--- src/rtl/robot_nav_fsm.sv ---
// robot_nav_fsm
//   Navigation sequencer for the pipe robot. Chooses a turn from the wall
//   sensors, resolves heading from the lagging compass, steps LOCATION on a
//   2^COORD_W x 2^COORD_W grid and runs a timed maintenance action after a
//   successful move.
//
// Ports
//   CLK         clock, rising edge
//   RST         synchronous reset, active-high
//   ONOFF       01 power on, 10 power off, 00/11 no request
//   LCN_0       start location {x,y}, loaded on OFF->IDLE
//   MTN_SENSOR  {freeze, hot, plug, ok}, sampled when leaving MOVE
//   CMPS        one-hot compass {N,E,S,W}, sampled when leaving COMPASS
//   WLL         walls {left, front, right}, 1 = wall present
//   TURN        10 left, 01 right, 00 none
//   DRIVING     high in MOVE when the step stays on the grid
//   LOCATION    current {x,y}
//   ACTION      100 freeze, 010 hot, 001 plug, 000 none
//   STEP_CNT    completed moves since power-on, wraps
//   BUSY        high in every state except OFF and IDLE
//   CMPS_ERR    sticky invalid-compass flag, cleared on power-on
//
// state    | meaning
// ---------+-----------------------------------------------------
// OFF      | powered down, waiting for ONOFF=01
// IDLE     | reading walls to pick the next manoeuvre
// TURN_L   | single left turn
// TURN_R   | single right turn
// UTURN1   | first right turn of a dead-end U-turn
// UTURN2   | second right turn of a dead-end U-turn
// COMPASS  | loading heading from compass, corrected for lag
// MOVE     | one grid step (DRIVING only if it stays on the grid)
// MAINT    | holding ACTION for the configured number of cycles

module robot_nav_fsm #(
  parameter int COORD_W = 4,
  parameter int FZN_CYC = 5,
  parameter int PLG_CYC = 4,
  parameter int HOT_CYC = 3,
  parameter int STEP_W  = 16
) (
  input  logic                   CLK,
  input  logic                   RST,
  input  logic [1:0]             ONOFF,
  input  logic [2*COORD_W-1:0]   LCN_0,
  input  logic [3:0]             MTN_SENSOR,
  input  logic [3:0]             CMPS,
  input  logic [2:0]             WLL,
  output logic [1:0]             TURN,
  output logic                   DRIVING,
  output logic [2*COORD_W-1:0]   LOCATION,
  output logic [2:0]             ACTION,
  output logic [STEP_W-1:0]      STEP_CNT,
  output logic                   BUSY,
  output logic                   CMPS_ERR
);

  localparam int MAX_CYC = (FZN_CYC > PLG_CYC) ? ((FZN_CYC > HOT_CYC) ? FZN_CYC : HOT_CYC)
                                               : ((PLG_CYC > HOT_CYC) ? PLG_CYC : HOT_CYC);
  localparam int CNT_W   = (MAX_CYC > 1) ? $clog2(MAX_CYC) : 1;
  localparam logic [COORD_W-1:0] EDGE_HI = {COORD_W{1'b1}};
  localparam logic [2:0] ACT_FZN = 3'b100;
  localparam logic [2:0] ACT_HOT = 3'b010;
  localparam logic [2:0] ACT_PLG = 3'b001;

  typedef enum logic [3:0] {
    S_OFF, S_IDLE, S_TURN_L, S_TURN_R, S_UTURN1, S_UTURN2, S_COMPASS, S_MOVE, S_MAINT
  } state_t;

  typedef enum logic [1:0] {M_STRAIGHT, M_LEFT, M_RIGHT, M_UTURN} mode_t;

  state_t               state_q, state_n;
  mode_t                mode_q, mode_n;
  logic [2*COORD_W-1:0] loc_q, loc_n;
  logic [STEP_W-1:0]    step_q, step_n;
  logic [3:0]           facing_q, facing_n;
  logic [CNT_W-1:0]     cnt_q, cnt_n;
  logic [2:0]           kind_q, kind_n;
  logic                 err_q, err_n;
  logic                 cmps_onehot;
  logic [3:0]           cmps_rot;
  logic                 mtn_ok_unused;

  // The ok bit adds nothing beyond "no maintenance hit".
  assign mtn_ok_unused = MTN_SENSOR[0];

  function automatic logic step_legal(input logic [3:0] f, input logic [2*COORD_W-1:0] loc);
    logic [COORD_W-1:0] x;
    logic [COORD_W-1:0] y;
    x = loc[2*COORD_W-1:COORD_W];
    y = loc[COORD_W-1:0];
    case (f)
      4'b1000: return (y != EDGE_HI);
      4'b0100: return (x != EDGE_HI);
      4'b0010: return (y != '0);
      4'b0001: return (x != '0);
      default: return 1'b0;
    endcase
  endfunction

  function automatic logic [2*COORD_W-1:0] step_loc(input logic [3:0] f,
                                                    input logic [2*COORD_W-1:0] loc);
    logic [COORD_W-1:0] x;
    logic [COORD_W-1:0] y;
    x = loc[2*COORD_W-1:COORD_W];
    y = loc[COORD_W-1:0];
    case (f)
      4'b1000: y = y + COORD_W'(1);
      4'b0100: x = x + COORD_W'(1);
      4'b0010: y = y - COORD_W'(1);
      4'b0001: x = x - COORD_W'(1);
      default: ;
    endcase
    return {x, y};
  endfunction

  assign cmps_onehot = (CMPS != 4'b0000) && ((CMPS & (CMPS - 4'd1)) == 4'b0000);

  // The compass reports the heading from before the last turn, so rotate it
  // by the turn just made: left = one step anticlockwise, etc.
  always_comb begin
    cmps_rot = CMPS;
    case (mode_q)
      M_STRAIGHT: cmps_rot = CMPS;
      M_LEFT:     cmps_rot = {CMPS[2:0], CMPS[3]};
      M_RIGHT:    cmps_rot = {CMPS[0], CMPS[3:1]};
      M_UTURN:    cmps_rot = {CMPS[1:0], CMPS[3:2]};
      default:    cmps_rot = CMPS;
    endcase
  end

  always_comb begin
    state_n  = state_q;
    mode_n   = mode_q;
    loc_n    = loc_q;
    step_n   = step_q;
    facing_n = facing_q;
    cnt_n    = cnt_q;
    kind_n   = kind_q;
    err_n    = err_q;
    if (state_q != S_OFF && ONOFF == 2'b10) begin
      state_n = S_OFF;
    end else begin
      case (state_q)
        S_OFF: if (ONOFF == 2'b01) begin
          state_n = S_IDLE;
          loc_n   = LCN_0;
          step_n  = '0;
          err_n   = 1'b0;
        end
        S_IDLE: begin
          if (!WLL[1]) begin
            state_n = S_COMPASS;
            mode_n  = M_STRAIGHT;
          end else if (!WLL[2]) state_n = S_TURN_L;
          else if (!WLL[0])     state_n = S_TURN_R;
          else                  state_n = S_UTURN1;
        end
        S_TURN_L: begin
          state_n = S_COMPASS;
          mode_n  = M_LEFT;
        end
        S_TURN_R: begin
          state_n = S_COMPASS;
          mode_n  = M_RIGHT;
        end
        S_UTURN1: state_n = S_UTURN2;
        S_UTURN2: begin
          state_n = S_COMPASS;
          mode_n  = M_UTURN;
        end
        S_COMPASS: begin
          if (cmps_onehot) begin
            facing_n = cmps_rot;
            state_n  = S_MOVE;
          end else begin
            err_n   = 1'b1;
            state_n = S_IDLE;
          end
        end
        S_MOVE: begin
          state_n = S_IDLE;
          if (step_legal(facing_q, loc_q)) begin
            loc_n  = step_loc(facing_q, loc_q);
            step_n = step_q + STEP_W'(1);
            if (MTN_SENSOR[3]) begin
              state_n = S_MAINT;
              kind_n  = ACT_FZN;
              cnt_n   = CNT_W'(FZN_CYC - 1);
            end else if (MTN_SENSOR[1]) begin
              state_n = S_MAINT;
              kind_n  = ACT_PLG;
              cnt_n   = CNT_W'(PLG_CYC - 1);
            end else if (MTN_SENSOR[2]) begin
              state_n = S_MAINT;
              kind_n  = ACT_HOT;
              cnt_n   = CNT_W'(HOT_CYC - 1);
            end
          end
        end
        S_MAINT: begin
          if (cnt_q == '0) state_n = S_IDLE;
          else             cnt_n   = cnt_q - CNT_W'(1);
        end
        default: state_n = S_OFF;
      endcase
    end
  end

  // Outputs are decoded from the state being entered so that they are
  // registered yet still line up with the state they describe.
  always_ff @(posedge CLK) begin
    if (RST) begin
      state_q  <= S_OFF;
      mode_q   <= M_STRAIGHT;
      loc_q    <= '0;
      step_q   <= '0;
      facing_q <= 4'b1000;
      cnt_q    <= '0;
      kind_q   <= 3'b000;
      err_q    <= 1'b0;
      TURN     <= 2'b00;
      DRIVING  <= 1'b0;
      ACTION   <= 3'b000;
      BUSY     <= 1'b0;
    end else begin
      state_q  <= state_n;
      mode_q   <= mode_n;
      loc_q    <= loc_n;
      step_q   <= step_n;
      facing_q <= facing_n;
      cnt_q    <= cnt_n;
      kind_q   <= kind_n;
      err_q    <= err_n;
      case (state_n)
        S_TURN_L:                     TURN <= 2'b10;
        S_TURN_R, S_UTURN1, S_UTURN2: TURN <= 2'b01;
        default:                      TURN <= 2'b00;
      endcase
      DRIVING <= (state_n == S_MOVE) && step_legal(facing_n, loc_n);
      ACTION  <= (state_n == S_MAINT) ? kind_n : 3'b000;
      BUSY    <= (state_n != S_OFF) && (state_n != S_IDLE);
    end
  end

  assign LOCATION = loc_q;
  assign STEP_CNT = step_q;
  assign CMPS_ERR = err_q;

endmodule

--- config.mk ---
export PLATFORM = sky130hd
export DESIGN_NAME = robot_nav_fsm
export DESIGN_NICKNAME = d
export VERILOG_FILES = /design/src/rtl/robot_nav_fsm.sv
export SDC_FILE = /design/constraint.sdc
export NUM_CORES = 1
export LEC_CHECK = 0
export CORE_MARGIN = 2
export CORE_UTILIZATION = 38
export DETAILED_ROUTE_END_ITERATION = 10
export MAX_ROUTING_LAYER = met4
export PLACE_DENSITY = 0.68
export RECOVER_POWER = 25
export SETUP_SLACK_MARGIN = 0.2
export SYNTH_ARGS = -nofsm -noshare
export SYNTH_HDL_FRONTEND = slang
export SYNTH_SLANG_ARGS = --single-unit
--- constraint.sdc ---
create_clock -name CLK -period 2.87 [get_ports CLK]
set_clock_uncertainty 0.2 [all_clocks]
set_input_delay 0.4305 -clock CLK [delete_from_list [all_inputs] [get_ports CLK]]
set_output_delay 0.4305 -clock CLK [all_outputs]
set_load 0.01 [all_outputs]
### Word level (Yosys, flattened, before mapping)

Cells that the tools add are included.

| operators by class | value |
|---|---|
| add/subtract/negate cells | 7 |
| eq/ne operators | 38 |
| multiplexer cells | 48 |
| bitwise operators | 3 |
| reductions and logical operators | 26 |

Operator list:

| kind | number |
|---|---|
| 3-bit 2-to-1 mux | 15 |
| 4-bit 2-to-1 mux | 10 |
| 4-bit by 3-bit == test with 1-bit output (second input constant) | 9 |
| 16-bit 2-to-1 mux | 2 |
| 16-bit case mux with 2 select lines | 1 |
| 4-bit nonzero test | 8 |
| 4-bit case mux with 7 select lines | 1 |
| 4-bit by 2-bit == test with 1-bit output (second input constant) | 6 |
| 8-bit 2-to-1 mux | 3 |
| 4-bit != test (second input constant) | 5 |
| 16-bit by 1-bit adder with 16-bit output (second input constant) | 1 |
| 4-bit == test (second input constant) | 4 |
| 4-bit case mux with 2 select lines | 2 |
| 4-bit case mux with 4 select lines | 1 |
| 8-bit case mux with 2 select lines | 1 |
| 4-bit by 1-bit == test with 1-bit output (second input constant) | 3 |
| 4-bit by 1-bit subtractor with 4-bit output (second input constant) | 3 |
| 2-bit != test (second input constant) | 5 |
| 4-bit by 1-bit adder with 4-bit output (second input constant) | 2 |
| 4-bit zero test | 2 |
| 1-bit case mux with 4 select lines | 2 |
| 2-bit case mux with 4 select lines | 1 |
| 4-bit AND reduction | 2 |
| 2-bit == test (second input constant) | 3 |
| other kinds (18) | 30 |

| storage, ports and cells | value |
|---|---|
| register bits | 48 |
| output and inout bits | 32 |

### Logic depth before layout (Yosys ltp)

Gate-level depths: netlist of run 1.

| logic depth | value |
|---|---|
| depth after elaboration | 11 |
| depth in mapped cells | 13 |
| mapped depth without buffers | 12 |

### Worst setup path after synthesis of run 1

Ideal clock, no wire load.

| path | value |
|---|---|
| path kind | register to register |
| start | register facing_q[1] |
| end | register DRIVING |
| setup time | 134 ps |
| arrival | 2,278 ps |
| required time | 2,536 ps |
| setup slack | 258 ps |
| cell stages (with the launch flop) | 12 |
| buffers on the path | 0 |
| clock period less this slack | 2,612 ps |
| path through | dfxtp_1 > and2b_4 > nand2_1 > xnor2_1 > ha_1 > o211ai_1 > or3_1 > o211a_1 > or3_1 > o211a_1 > o41ai_1 > a32oi_1 |

| between the ends | value |
|---|---|
| word-level cells in the longest chain between the ends | 11 |
| elaborated cells between the ends (all ways) | 30 |
| classes of those cells | eq/ne: 11; mux: 16; reduce/logical: 3 |

RTL lines:

| what | line | text |
|---|---|---|
| start: declaration | 76 | `logic [3:0] facing_q, facing_n;` |
| start signal: assignment | 231 | `facing_q <= facing_n;` |
| 4-bit by 1-bit == test with 1-bit output (tied with other cells) | 92, 107 |  |
| 1-bit case mux with 4 select lines | 92 | `case (f)` |
| 1-bit 2-to-1 mux | 144 | `case (state_q)` |
| 1-bit 2-to-1 mux | 141 | `if (state_q != S_OFF && ONOFF == 2'b10) begin` |
| 8-bit 2-to-1 mux | 183 | `if (step_legal(facing_q, loc_q)) begin` |
| 8-bit case mux with 2 select lines | 144 |  |
| 8-bit 2-to-1 mux | 141 |  |
| 4-bit != test (tied with other cells) | 94 | `4'b0100: return (x != EDGE_HI);` |
| 1-bit case mux with 4 select lines | 92 |  |
| 1-bit 2-to-1 mux | 213 | `if (RST) begin` |
| 1-bit logical AND (*) | 240 | `DRIVING <= (state_n == S_MOVE) && step_legal(facing_n, loc_n);` |
| end signal: assignment | 240 |  |
| end: declaration | 50 | `output logic DRIVING,` |

Mark *: on every way between the ends. The rest lies on a longest branch, timed or not. The select of a mux whose other input is x is not followed.
A chain may end at the register's enable or synchronous reset.

### Worst setup path in the final report of run 1

| path | value |
|---|---|
| start | register loc_q[0], in the netlist LOCATION[0] |
| end | register DRIVING |

| between the ends | value |
|---|---|
| word-level cells in the longest chain between the ends | 11 |
| elaborated cells between the ends (all ways) | 23 |
| classes of those cells | add/sub: 2; eq/ne: 4; mux: 13; reduce/logical: 4 |

RTL lines:

| what | line | text |
|---|---|---|
| start: declaration | 74 | `logic [2*COORD_W-1:0] loc_q, loc_n;` |
| start signal: assignment | 229 | `loc_q <= loc_n;` |
| 4-bit != test or 4-bit nonzero test (tied branches) | 93, 95 |  |
| 1-bit case mux with 4 select lines | 92 |  |
| 1-bit 2-to-1 mux | 144 |  |
| 1-bit 2-to-1 mux | 141 |  |
| 8-bit 2-to-1 mux | 183 |  |
| 8-bit case mux with 2 select lines | 144 |  |
| 8-bit 2-to-1 mux | 141 |  |
| 4-bit != test (tied with other cells) | 94 |  |
| 1-bit case mux with 4 select lines | 92 |  |
| 1-bit 2-to-1 mux | 213 |  |
| 1-bit logical AND (*) | 240 |  |

Marks and branches as above.

==> results of run 1 <==
==> what timing repair did <==
action	in CTS	in global routing
buffers inserted	0	11
endpoints found under the setup margin	12	10
pin swaps	2	12
cloned	0	1
endpoints found under the hold margin	0	0
resized for setup	5	37
==> cells in the mapped netlist (all sizes together), types with 5 or more instances <==
| cell | count |
|---|---|
| a21oi | 24 |
| clkbuf | 7 |
| a22oi | 5 |
| or3 | 9 |
| nor2b | 5 |
| or4 | 5 |
| nand2b | 7 |
| dfxtp | 48 |
| buf | 7 |
| and2b | 5 |
| inv | 13 |
| nor3 | 12 |
| nor2 | 48 |
| or4b | 6 |
| nand3 | 5 |
| ha | 5 |
| o21ai | 18 |
| nand2 | 35 |
| mux2i | 6 |
| xor2 | 12 |
==> power groups by stage <==
stage | Combinational [mW] | Sequential [mW] | Clock (mW)
6_report | 0.510 | 0.722 | 0.505
2_1_floorplan | 0.273 | 0.744 | 0
3_3_place_gp | 0.472 | 0.737 | 0
5_1_grt | 0.556 | 0.728 | 0.540
3_5_place_dp | 0.478 | 0.738 | 0
4_1_cts | 0.485 | 0.722 | 0.509
==> cell families after synthesis <==
group | count (synthesis)
simple gates | 169
compound gates | 81
flops | 48
buf+inv | 27
xor+xnor | 16
mux | 11
fa+ha+maj | 5
==> final timing paths <==
check,from,endpoint,slack (ps),cells past startpoint
worst max-delay path,LOCATION[0],DRIVING,100,9
worst min-delay path,CMPS_ERR,CMPS_ERR,280,2
worst min register to register,CMPS_ERR,CMPS_ERR,280,2
worst max register to register,LOCATION[0],DRIVING,100,9
==> flip-flops by register name, indices dropped and copies added (netlist names) <==
signal    flops
state_q       4
ACTION        3
CMPS_ERR      1
mode_q        2
BUSY          1
DRIVING       1
STEP_CNT     16
LOCATION      8
facing_q      4
cnt_q         3
TURN          2
kind_q        3
==> area by class of cell <==
class / instances / area, µm² / area share [%]
Clock buffer: 5 / 68.8 / 1.61
Clock inverter: 3 / 42.5 / 0.997
Inverter: 13 / 48.8 / 1.14
Multi-Input combinational cell: 283 / 2040 / 47.8
Sequential cell: 48 / 976 / 22.9
Tap cell: 102 / 128 / 2.99
Timing Repair Buffer: 108 / 962 / 22.5
==> metal layers <==
layer | track usage [%] | vias to the layer above | share of wire [%]
met3 | 2.85 | 10 | 4.5
met4 | 4.66 | 0 | 0.89
li1 | - | 1512 | -
met5 | - | - | 0
met1 | 25.7 | 1395 | 45
met2 | 32.9 | 75 | 50
==> worst min-delay path: cells and delay by family (launching register included) <==
family | cells | cell delay, ps
buf+inv | 1 | 50
compound gates | 1 | 60
flops | 1 | 320
==> per-stage QoR <==
step                utilization [%]  setup TNS, ps  hold slack (ps)  worst slack [ps]
finish                         55.5              0              277               103
global route                   55.5              0              306              30.0
CTS                            52.5              0              280              65.6
detailed placement             50.8           -261              267              -261
global placement               50.8           -226              237              -226
floorplan                         -              0              261               258
==> metrics.md, run 1 <==
| Metric | Value |
|---|---|
| Top Ports | 55 |
| Pleak | 1.73 nW |
| Crit path max-delay family | simple AND/OR/NAND/NOR gates |
| Root buf cell | clkbuf_8 |
| CP max stage delay | 530 ps |
| Post-Syn Nets | 385 |
| Final Hold Viols | 0 |
| Hpwl dp | 6060 µm |
| Initial antenna violation count | 0 |
| Synth Area in Simple Gates | 32.4% |
| Layout cells sized above 1 | 25.2% |
| Measured slew at the worst slew-check pin | 625 ps |
| Async S/R FF share, synth | 0% |
| Critical Path AT | 2740 ps |
| Area contributors post-synth | dfxtp_1, nor2_1, nand2_1, a21oi_1, xor2_1 |
| H-tree Lvls | 2 |
| Post-route DRC violation count | 0 |
| Syn_area_per_cell | 8.37 µm² |
| Net switching power | 535 µW |
| CTS tree | built |
| Area share of fa/ha/maj cells after synthesis | 2.09% |
| Clock buffer depth | 2 |
| Largest net degree at the start of global routing | 29 |
| Synth warn | 0 |
| Synth-to-layout area growth | 42.9% |
| Crit. End Element | flop |
| Max Cap Viol | 0 |
| Core area | 7690 µm² |
| Synthesis-stage register bit count | 48 |
| Post-synth top area share | 32.2% |
| Required @ worst endpoint | 2850 ps |
| Clock power frac | 29.1% |
| Startpoint Class | flop |
| Largest family of logic cells by synthesized area | simple AND/OR/NAND/NOR gates |
| Peak Freq | 361 MHz |
| Clock transition at path regs | 100 ps |
| Die height | 92.7 µm |
| Max IR drop VDD | 372 µV |
| Buf/Inv on CP | 1 |
| PortBufs | 53 |
| Layout Cells excl Fill | 562 |
| Die ar. | 8580 µm² |
| GRT Util Overall | 19.8% |
| Seq/Total Area, Yosys | 32.2% |
| RSZ-0062 raised after global routing | yes |
| Placed Instances | 542 |
| Crit Path Max Fanout | 6 |
| Commonest non-fill, non-tap cell in the layout | buf_4 |
| Die Wd | 92.7 µm |
| Area post-placement | 3910 µm² |
| Via density | 5.32 |
| Worst relative slew slack | 58.1% |
| Final Instance Area | 4270 µm² |
| Post-synth top area cell | dfxtp_1 |
| Worst hold-check path type | reg2reg |
| Post-synthesis xor/xnor area fraction | 4.69% |
| Sequential Power Share | 41.6% |
| Row count | 32 |
| Wirelength per Cell | 14.7 µm |
| CTS Buf Count | 5 |
| Filler cell count | 730 |
| PwrDens | 407 nW/µm² |
| Skew-Pair Late Insertion Delay | 310 ps |
| Synth Area in Compound Gates | 18.7% |
| Critical path's slowest cell | or4_4 |
| Initial DRC count | 144 |
| Int Pwr | 1.20 mW |
| Drt pass-1 iters | 4 |
| PnR Total Power | 1.74 mW |
| Max Slew Vio Count | 0 |
| Post-Syn Area | 2990 µm² |
| First-pass GRT wire length | 13500 µm |
| Most common flop cell mapped by yosys | dfxtp_1 |
| DRT Wirelength | 8270 µm |
| Starting Density | 38.9% |
| Comb pwr share | 29.4% |
| Fin nets | 487 |
| Post-synth EDFFs | 0 |
| WS Path Type | reg2reg |
| Post-synthesis mux area share | 5.53% |
| Status | finished, final reports clean |
| GRT Residual Overflow | 0 |
| Via count | 2992 |
| Antenna viol nets, final | 0 |
| Antenna cells | 0 |
| CP Cell Sequence | or4_4 -> a32oi_2 -> and2_4 -> or2b_1 -> nor3_1 -> a221oi_1 -> buf_4 -> and4_1 -> a32oi_1 |
| CTS Sinks | 48 |
| Share of the clock period used by the worst path | 96.4% |
| Mapped Cells | 357 |
| Unique cell type count in the Yosys netlist | 73 |
| Minimum clock period | 2770 ps |
| Gpl congestion | 0.850 |
| Hold_buf cts | 0 |
| Vias in the first global route | 2833 |
| Commonest cells after routing, fill and taps aside | buf_4, nor2_1, dfxtp_1 |
| Setup violations, final | 0 |
| Switch share | 30.8% |
Note: power is estimated with default switching activity, not from simulation.
==> inputs of run 2 (changes only) <==
==> constraint.sdc (replaced) <==
create_clock -name CLK -period 2.7 [get_ports CLK]
set_clock_uncertainty 0.2 [all_clocks]
set_input_delay 0.405 -clock CLK [delete_from_list [all_inputs] [get_ports CLK]]
set_output_delay 0.405 -clock CLK [all_outputs]
set_load 0.01 [all_outputs]
==> run 2 against run 1 <==
Compared with the run above: total power rose by 11%; utilization increased by 2.4 points; combinational power increased by 19%; largest power group unchanged; critical endpoint unchanged; non-clock buffer count rose by 23; die area stayed put; first-iteration DRC count grew 6.3%; fmax increased by 2.7%; sequential cell count unchanged; sequential power is 5.3% higher; largest cell class unchanged.
==> metrics.md, run 2 (synthesis gave the netlist of run 1 again) <==
| Metric | Value |
|---|---|
| Status | finished, final reports clean (unchanged) |
| Antenna cells | 0 (unchanged) |
| CTS tree | built (unchanged) |
| R2R depth | 12 (was 9) |
| Number of flip-flops under the largest register name | 16 (unchanged) |
| Hold_ws | 248 ps (was 277 ps) |
| Clock transition at path regs | 80 ps (was 100 ps) |
| Synth-to-layout area growth | 49.0% (was 42.9%) |
| GRT Residual Overflow | 0 (unchanged) |
| Root buf cell | clkbuf_8 (unchanged) |
| Minimum clock period | 2690 ps (was 2770 ps) |
| DRT Wirelength | 8610 µm (was 8270 µm) |
| Final Instance Area | 4450 µm² (was 4270 µm²) |
| Fin nets | 510 (was 487) |
| Pre-CTS worst setup slack | -409 ps (was -261 ps) |
| Max Slew Vio Count | 0 (unchanged) |
| Die ar. | 8580 µm² (unchanged) |
| Initial DRC count | 153 (was 144) |
| End of the critical path | DRIVING (unchanged) |
| Pleak | 1.82 nW (was 1.73 nW) |
| Gpl congestion | 0.906 (was 0.850) |
| Critical path's slowest cell | or3_1 (was or4_4) |
| Max IR drop VDD | 433 µV (was 372 µV) |
| Post-route DRC violation count | 0 (unchanged) |
| Wirelength per Cell | 14.7 µm (about the same) |
| H-tree Lvls | 2 (unchanged) |
| Antenna viol nets, final | 0 (unchanged) |
| Area post-placement | 4040 µm² (was 3910 µm²) |
| RR Startpoint | facing_q[0] (was LOCATION[0]) |
| Measured slew at the worst slew-check pin | 387 ps (was 625 ps) |
| Via density | 5.39 (was 5.32) |
| Required @ worst endpoint | 2670 ps (was 2850 ps) |
| Crit path max-delay family | simple AND/OR/NAND/NOR gates (unchanged) |
| Via count | 3153 (was 2992) |
| PnR worst setup slack | 6.44 ps (was 103 ps) |
| First-pass GRT wire length | 14300 µm (was 13500 µm) |
| Layout cells sized above 1 | 29.2% (was 25.2%) |
| Max Cap Viol | 0 (unchanged) |
| Setup violations, final | 0 (unchanged) |
| WS Path Type | reg2reg (unchanged) |
| Starting Density | 38.9% (unchanged) |
| Hold_buf cts | 0 (unchanged) |
| CP Cell Sequence | buf_4 -> nor2_2 -> nand2_1 -> xnor2_1 -> ha_1 -> o211ai_1 -> or3_1 -> o211a_1 -> or3_1 -> o211a_1 -> o41ai_1 -> a32oi_1 (was or4_4 -> a32oi_2 -> and2_4 -> or2b_1 -> nor3_1 -> a221oi_1 -> buf_4 -> and4_1 -> a32oi_1) |
| Commonest cells after routing, fill and taps aside | buf_4, dfxtp_1, nor2_1 (was buf_4, nor2_1, dfxtp_1) |
| Hpwl dp | 6260 µm (was 6060 µm) |
| PortBufs | 53 (unchanged) |
| Crit path depth | 12 (was 9) |
| RSZ-0062 raised after global routing | yes (unchanged) |
| Final Hold Viols | 0 (unchanged) |
| Setup TNS | 0 ps (unchanged) |
| Buf/Inv on CP | 1 (unchanged) |
| CTS Buf Count | 5 (unchanged) |
| Largest net degree at the start of global routing | 29 (unchanged) |
| PwrDens | 434 nW/µm² (was 407 nW/µm²) |
| Startpoint Class | flop (unchanged) |
| Share of the clock period used by the worst path | 99.8% (was 96.4%) |
| Skew-Pair Late Insertion Delay | 300 ps (was 310 ps) |
| Worst relative slew slack | 73.9% (was 58.1%) |
| Critical Path AT | 2660 ps (was 2740 ps) |
| Peak Freq | 371 MHz (was 361 MHz) |
| Core area | 7690 µm² (unchanged) |
| Crit Path Max Fanout | 8 (was 6) |
| CTS Sinks | 48 (unchanged) |
| R2r setup slk | 6 ps (was 100 ps) |
| Crit. End Element | flop (unchanged) |
| CP max stage delay | 330 ps (was 530 ps) |
| Worst hold-check path type | reg2reg (unchanged) |
| Die Wd | 92.7 µm (unchanged) |
| GRT Util Overall | 20.9% (was 19.8%) |
| Commonest non-fill, non-tap cell in the layout | buf_4 (unchanged) |
| Final Core Density | 57.9% (was 55.5%) |
| Die height | 92.7 µm (unchanged) |
| Worst R2R End | DRIVING (unchanged) |
| Vias in the first global route | 2963 (was 2833) |
| Top Ports | 55 (unchanged) |
| Drt pass-1 iters | 4 (unchanged) |
| Initial antenna violation count | 0 (unchanged) |
| Clock buffer depth | 2 (unchanged) |
| Row count | 32 (unchanged) |
| Origin of the worst setup path | facing_q[0] (was LOCATION[0]) |
run 2: changes by cell type in the layout (fill, tap and decap cells not counted), sizes merged:
cell          before  now
dlygate4sd2        0    4
clkinv             1    0
dlymetal6s2s       4    0
buf               54   77
clkinvlp           1    0
clkbuf             6    8
run 2: worst min-delay path, stage by stage, from the launching register on:
cell and delay, ps:
dfxtp_1 320, inv_1 40, a21oi_1 50
run 2: repair_timing:
item,CTS,global route
pin swaps,15,6
gates resized for setup,20,23
buffers inserted,9,6
cloned,1,0
endpoints found under the setup margin,10,15
run 2: power by group:
| part | internal (mW) | leakage [nW] | switching, mW | total [mW] |
|---|---|---|---|---|
| Sequential | 0.735 | 0.390 | 0.0246 | 0.760 |
| Combinational | 0.305 | 1.37 | 0.300 | 0.605 |
| Clock | 0.327 | 0.0645 | 0.239 | 0.566 |
run 2: cell type report:
type / instances / area (µm²)
clock buffer: 7 / 96.3
clock inverter: 1 / 30.0
fill: 687 / 3240
inverter: 13 / 48.8
multi-input combinational: 283 / 2040
sequential: 48 / 971
tap: 102 / 128
timing repair buffer: 131 / 1130
run 2: worst min path at each step:
stage               depth (start not counted)      start         to  slack (ps)
detailed placement                          2   CMPS_ERR   CMPS_ERR         250
global route                                2   CMPS_ERR   CMPS_ERR         270
CTS                                         2   CMPS_ERR   CMPS_ERR         260
finish                                      2   CMPS_ERR   CMPS_ERR         250
floorplan                                   2  kind_q[2]  kind_q[2]         260
global placement                            2   CMPS_ERR   CMPS_ERR         240
run 2: metal layers:
| layer | routed length, µm | global-route usage, % | vias to the layer above |
|---|---|---|---|
| met3 | 332 | 3.34 | 10 |
| met1 | 3910 | 26.6 | 1520 |
| li1 | - | - | 1549 |
| met2 | 4240 | 35.2 | 74 |
| met5 | 0 | - | - |
| met4 | 129 | 4.78 | 0 |
run 2: per-stage QoR:
step	cells	power, mW
2_1_floorplan	357	1.08
3_3_place_gp	561	1.33
3_5_place_dp	561	1.33
4_1_cts	579	1.93
5_1_grt	585	2.03
6_report	585	1.93
==> inputs of run 3 (changes only) <==
--- a/config.mk
+++ b/config.mk
@@ -5,8 +5,8 @@
 export SDC_FILE = /design/constraint.sdc
 export NUM_CORES = 1
 export LEC_CHECK = 0
-export CORE_MARGIN = 2
 export CORE_UTILIZATION = 38
+export CTS_BUF_LIST = sky130_fd_sc_hd__clkbuf_8
 export DETAILED_ROUTE_END_ITERATION = 10
 export MAX_ROUTING_LAYER = met4
 export PLACE_DENSITY = 0.68
==> run 3 against run 2 <==
Compared with the run above: die area down 4.3%; total power down 7.2%; clock power down 19%; first-iteration DRC count up 3.9%; fmax about the same; combinational power down 5.3%; largest cell class unchanged; hold slack better by 32 ps; critical endpoint unchanged.
==> metrics.md, run 3 (synthesis gave the netlist of run 1 again) <==
| Metric | Value |
|---|---|
| CTS Sinks | 48 (unchanged) |
| Crit. End Element | flop (unchanged) |
| R2R depth | 11 (was 12) |
| Die Wd | 90.7 µm (was 92.7 µm) |
| Core area | 7410 µm² (was 7690 µm²) |
| Worst relative slew slack | 70.8% (was 73.9%) |
| Initial antenna violation count | 0 (unchanged) |
| WS Path Type | reg2reg (unchanged) |
| Pleak | 1.73 nW (was 1.82 nW) |
| H-tree Lvls | 2 (unchanged) |
| Status | finished, final reports clean (unchanged) |
| Hpwl dp | 6260 µm (about the same) |
| Setup TNS | 0 ps (unchanged) |
| Post-route DRC violation count | 0 (unchanged) |
| Clock buffer depth | 2 (unchanged) |
| Number of flip-flops under the largest register name | 16 (unchanged) |
| CTS Buf Count | 5 (unchanged) |
| Root buf cell | clkbuf_8 (unchanged) |
| Final Instance Area | 4300 µm² (was 4450 µm²) |
| Measured slew at the worst slew-check pin | 436 ps (was 387 ps) |
| Max Slew Vio Count | 0 (unchanged) |
| End of the critical path | DRIVING (unchanged) |
| Uppermost layer routed | met4 (unchanged) |
| Wirelength per Cell | 14.4 µm (was 14.7 µm) |
| Die ar. | 8220 µm² (was 8580 µm²) |
| Final Core Density | 58.1% (was 57.9%) |
| Hold_ws | 280 ps (was 248 ps) |
| Fin nets | 500 (was 510) |
| PwrDens | 416 nW/µm² (was 434 nW/µm²) |
| Crit Path Max Fanout | 6 (was 8) |
| WL met1 | 3800 µm (was 3910 µm) |
| Row count | 31 (was 32) |
| PortBufs | 53 (unchanged) |
| RR Startpoint | facing_q[3] (was facing_q[0]) |
| Commonest cells after routing, fill and taps aside | buf_4, dfxtp_1, nor2_1 (unchanged) |
| Minimum clock period | 2690 ps (about the same) |
| Largest net degree at the start of global routing | 29 (unchanged) |
| Die height | 90.7 µm (was 92.7 µm) |
| Drt pass-1 iters | 5 (was 4) |
| Commonest non-fill, non-tap cell in the layout | buf_4 (unchanged) |
| Synth-to-layout area growth | 44.1% (was 49.0%) |
| Final Hold Viols | 0 (unchanged) |
| Antenna cells | 0 (unchanged) |
| Layout cells sized above 1 | 26.2% (was 29.2%) |
| R2r setup slk | 8 ps (was 6 ps) |
| Clock transition at path regs | 90 ps (was 80 ps) |
| DRT Wirelength | 8260 µm (was 8610 µm) |
| Met2 Wirelength | 3970 µm (was 4240 µm) |
| Area of the multi-input gates | 2020 µm² (was 2040 µm²) |
| GRT Util Overall | 20.9% (about the same) |
| Skew-Pair Late Insertion Delay | 300 ps (about the same) |
| Worst R2R End | DRIVING (unchanged) |
| Register area | 973 µm² (was 971 µm²) |
| Worst hold-check path type | reg2reg (unchanged) |
| Share of the clock period used by the worst path | 99.7% (was 99.8%) |
| Starting Density | 40.3% (was 38.9%) |
| Area post-placement | 4050 µm² (was 4040 µm²) |
| Filler cell count | 647 (was 687) |
| Origin of the worst setup path | facing_q[3] (was facing_q[0]) |
| CTS tree | built (unchanged) |
| Startpoint Class | flop (unchanged) |
| Max IR drop VDD | 229 µV (was 433 µV) |
| Vias in the first global route | 2836 (was 2963) |
| DR WL met3 | 295 µm (was 332 µm) |
| First-pass GRT wire length | 13600 µm (was 14300 µm) |
| Via density | 5.32 (was 5.39) |
| Initial DRC count | 159 (was 153) |
| Critical Path AT | 2670 ps (was 2660 ps) |
| Via count | 3043 (was 3153) |
| GRT Residual Overflow | 0 (unchanged) |
| Peak Freq | 371 MHz (about the same) |
| Gpl congestion | 0.881 (was 0.906) |
| RSZ-0062 raised after global routing | yes (unchanged) |
| Max Cap Viol | 0 (unchanged) |
| Required @ worst endpoint | 2680 ps (was 2670 ps) |
| Antenna viol nets, final | 0 (unchanged) |
| Top Ports | 55 (unchanged) |
| Setup violations, final | 0 (unchanged) |
## run 3: cell types whose count changed in the layout (fill, tap and decap cells not counted), moves of 2 or more
cell | previous run | this run
nor2_2 | 4 | 2
clkinvlp_4 | 0 | 2
nor3b_2 | 2 | 0
nor3b_1 | 1 | 3
buf_6 | 4 | 1
dlygate4sd3_1 | 18 | 16
buf_4 | 72 | 67
clkdlybuf4s50_1 | 31 | 34
a21oi_1 | 21 | 23
## run 3: worst min path at each step
stage / from / slack, ps / end / cells past startpoint
floorplan: kind_q[2] / 260 / kind_q[2] / 2
CTS: CMPS_ERR / 280 / CMPS_ERR / 2
finish: CMPS_ERR / 280 / CMPS_ERR / 2
global route: STEP_CNT[15] / 310 / STEP_CNT[15] / 2
global placement: CMPS_ERR / 260 / CMPS_ERR / 2
detailed placement: CMPS_ERR / 260 / CMPS_ERR / 2
## run 3: critical path, stage by stage (launching register included)
cell      delay, ps
dfxtp_4         380
and2b_4         250
nand2_1          60
xnor2_1         130
ha_2            320
o211ai_1         70
or3_1           320
o211a_1         150
or3_4           340
o211a_1         210
o41ai_1          60
a32oi_1          90
## run 3: cell type report
| cell class | instances | area share, % |
|---|---|---|
| clock buffer | 6 | 1.92 |
| clock inverter | 2 | 0.349 |
| inverter | 13 | 1.13 |
| multi-input combinational | 283 | 46.9 |
| sequential | 48 | 22.6 |
| tap | 99 | 2.88 |
| timing repair buffer | 121 | 24.2 |
## run 3: through the flow
step / setup WS (ps) / instances / total power, mW
CTS: 54.9 / 571 / 1.80
detailed placement: -474 / 559 / 1.33
global placement: -388 / 559 / 1.32
finish: 8.13 / 572 / 1.79
global route: -121 / 572 / 1.89
floorplan: 170 / 357 / 1.08
## run 3: report_power, final
group | leakage (nW) | switching (mW) | internal, mW
Sequential | 0.390 | 0.0251 | 0.734
Combinational | 1.30 | 0.282 | 0.291
Clock | 0.0434 | 0.252 | 0.208
Total | 1.73 | 0.559 | 1.23
## run 3: timing repair
action | CTS | global route
gates cloned | 1 | 0
pin swaps | 4 | 6
resized for setup | 14 | 16
buffers inserted | 3 | 1
hold buffers | 0 | 0
endpoints found under the setup margin | 14 | 17
## run 3: metal layers
metal | vias up | track usage, %
met5 | - | -
met1 | 1428 | 26.6
li1 | 1530 | -
met3 | 14 | 2.86
met2 | 71 | 34.0
met4 | 0 | 6.99
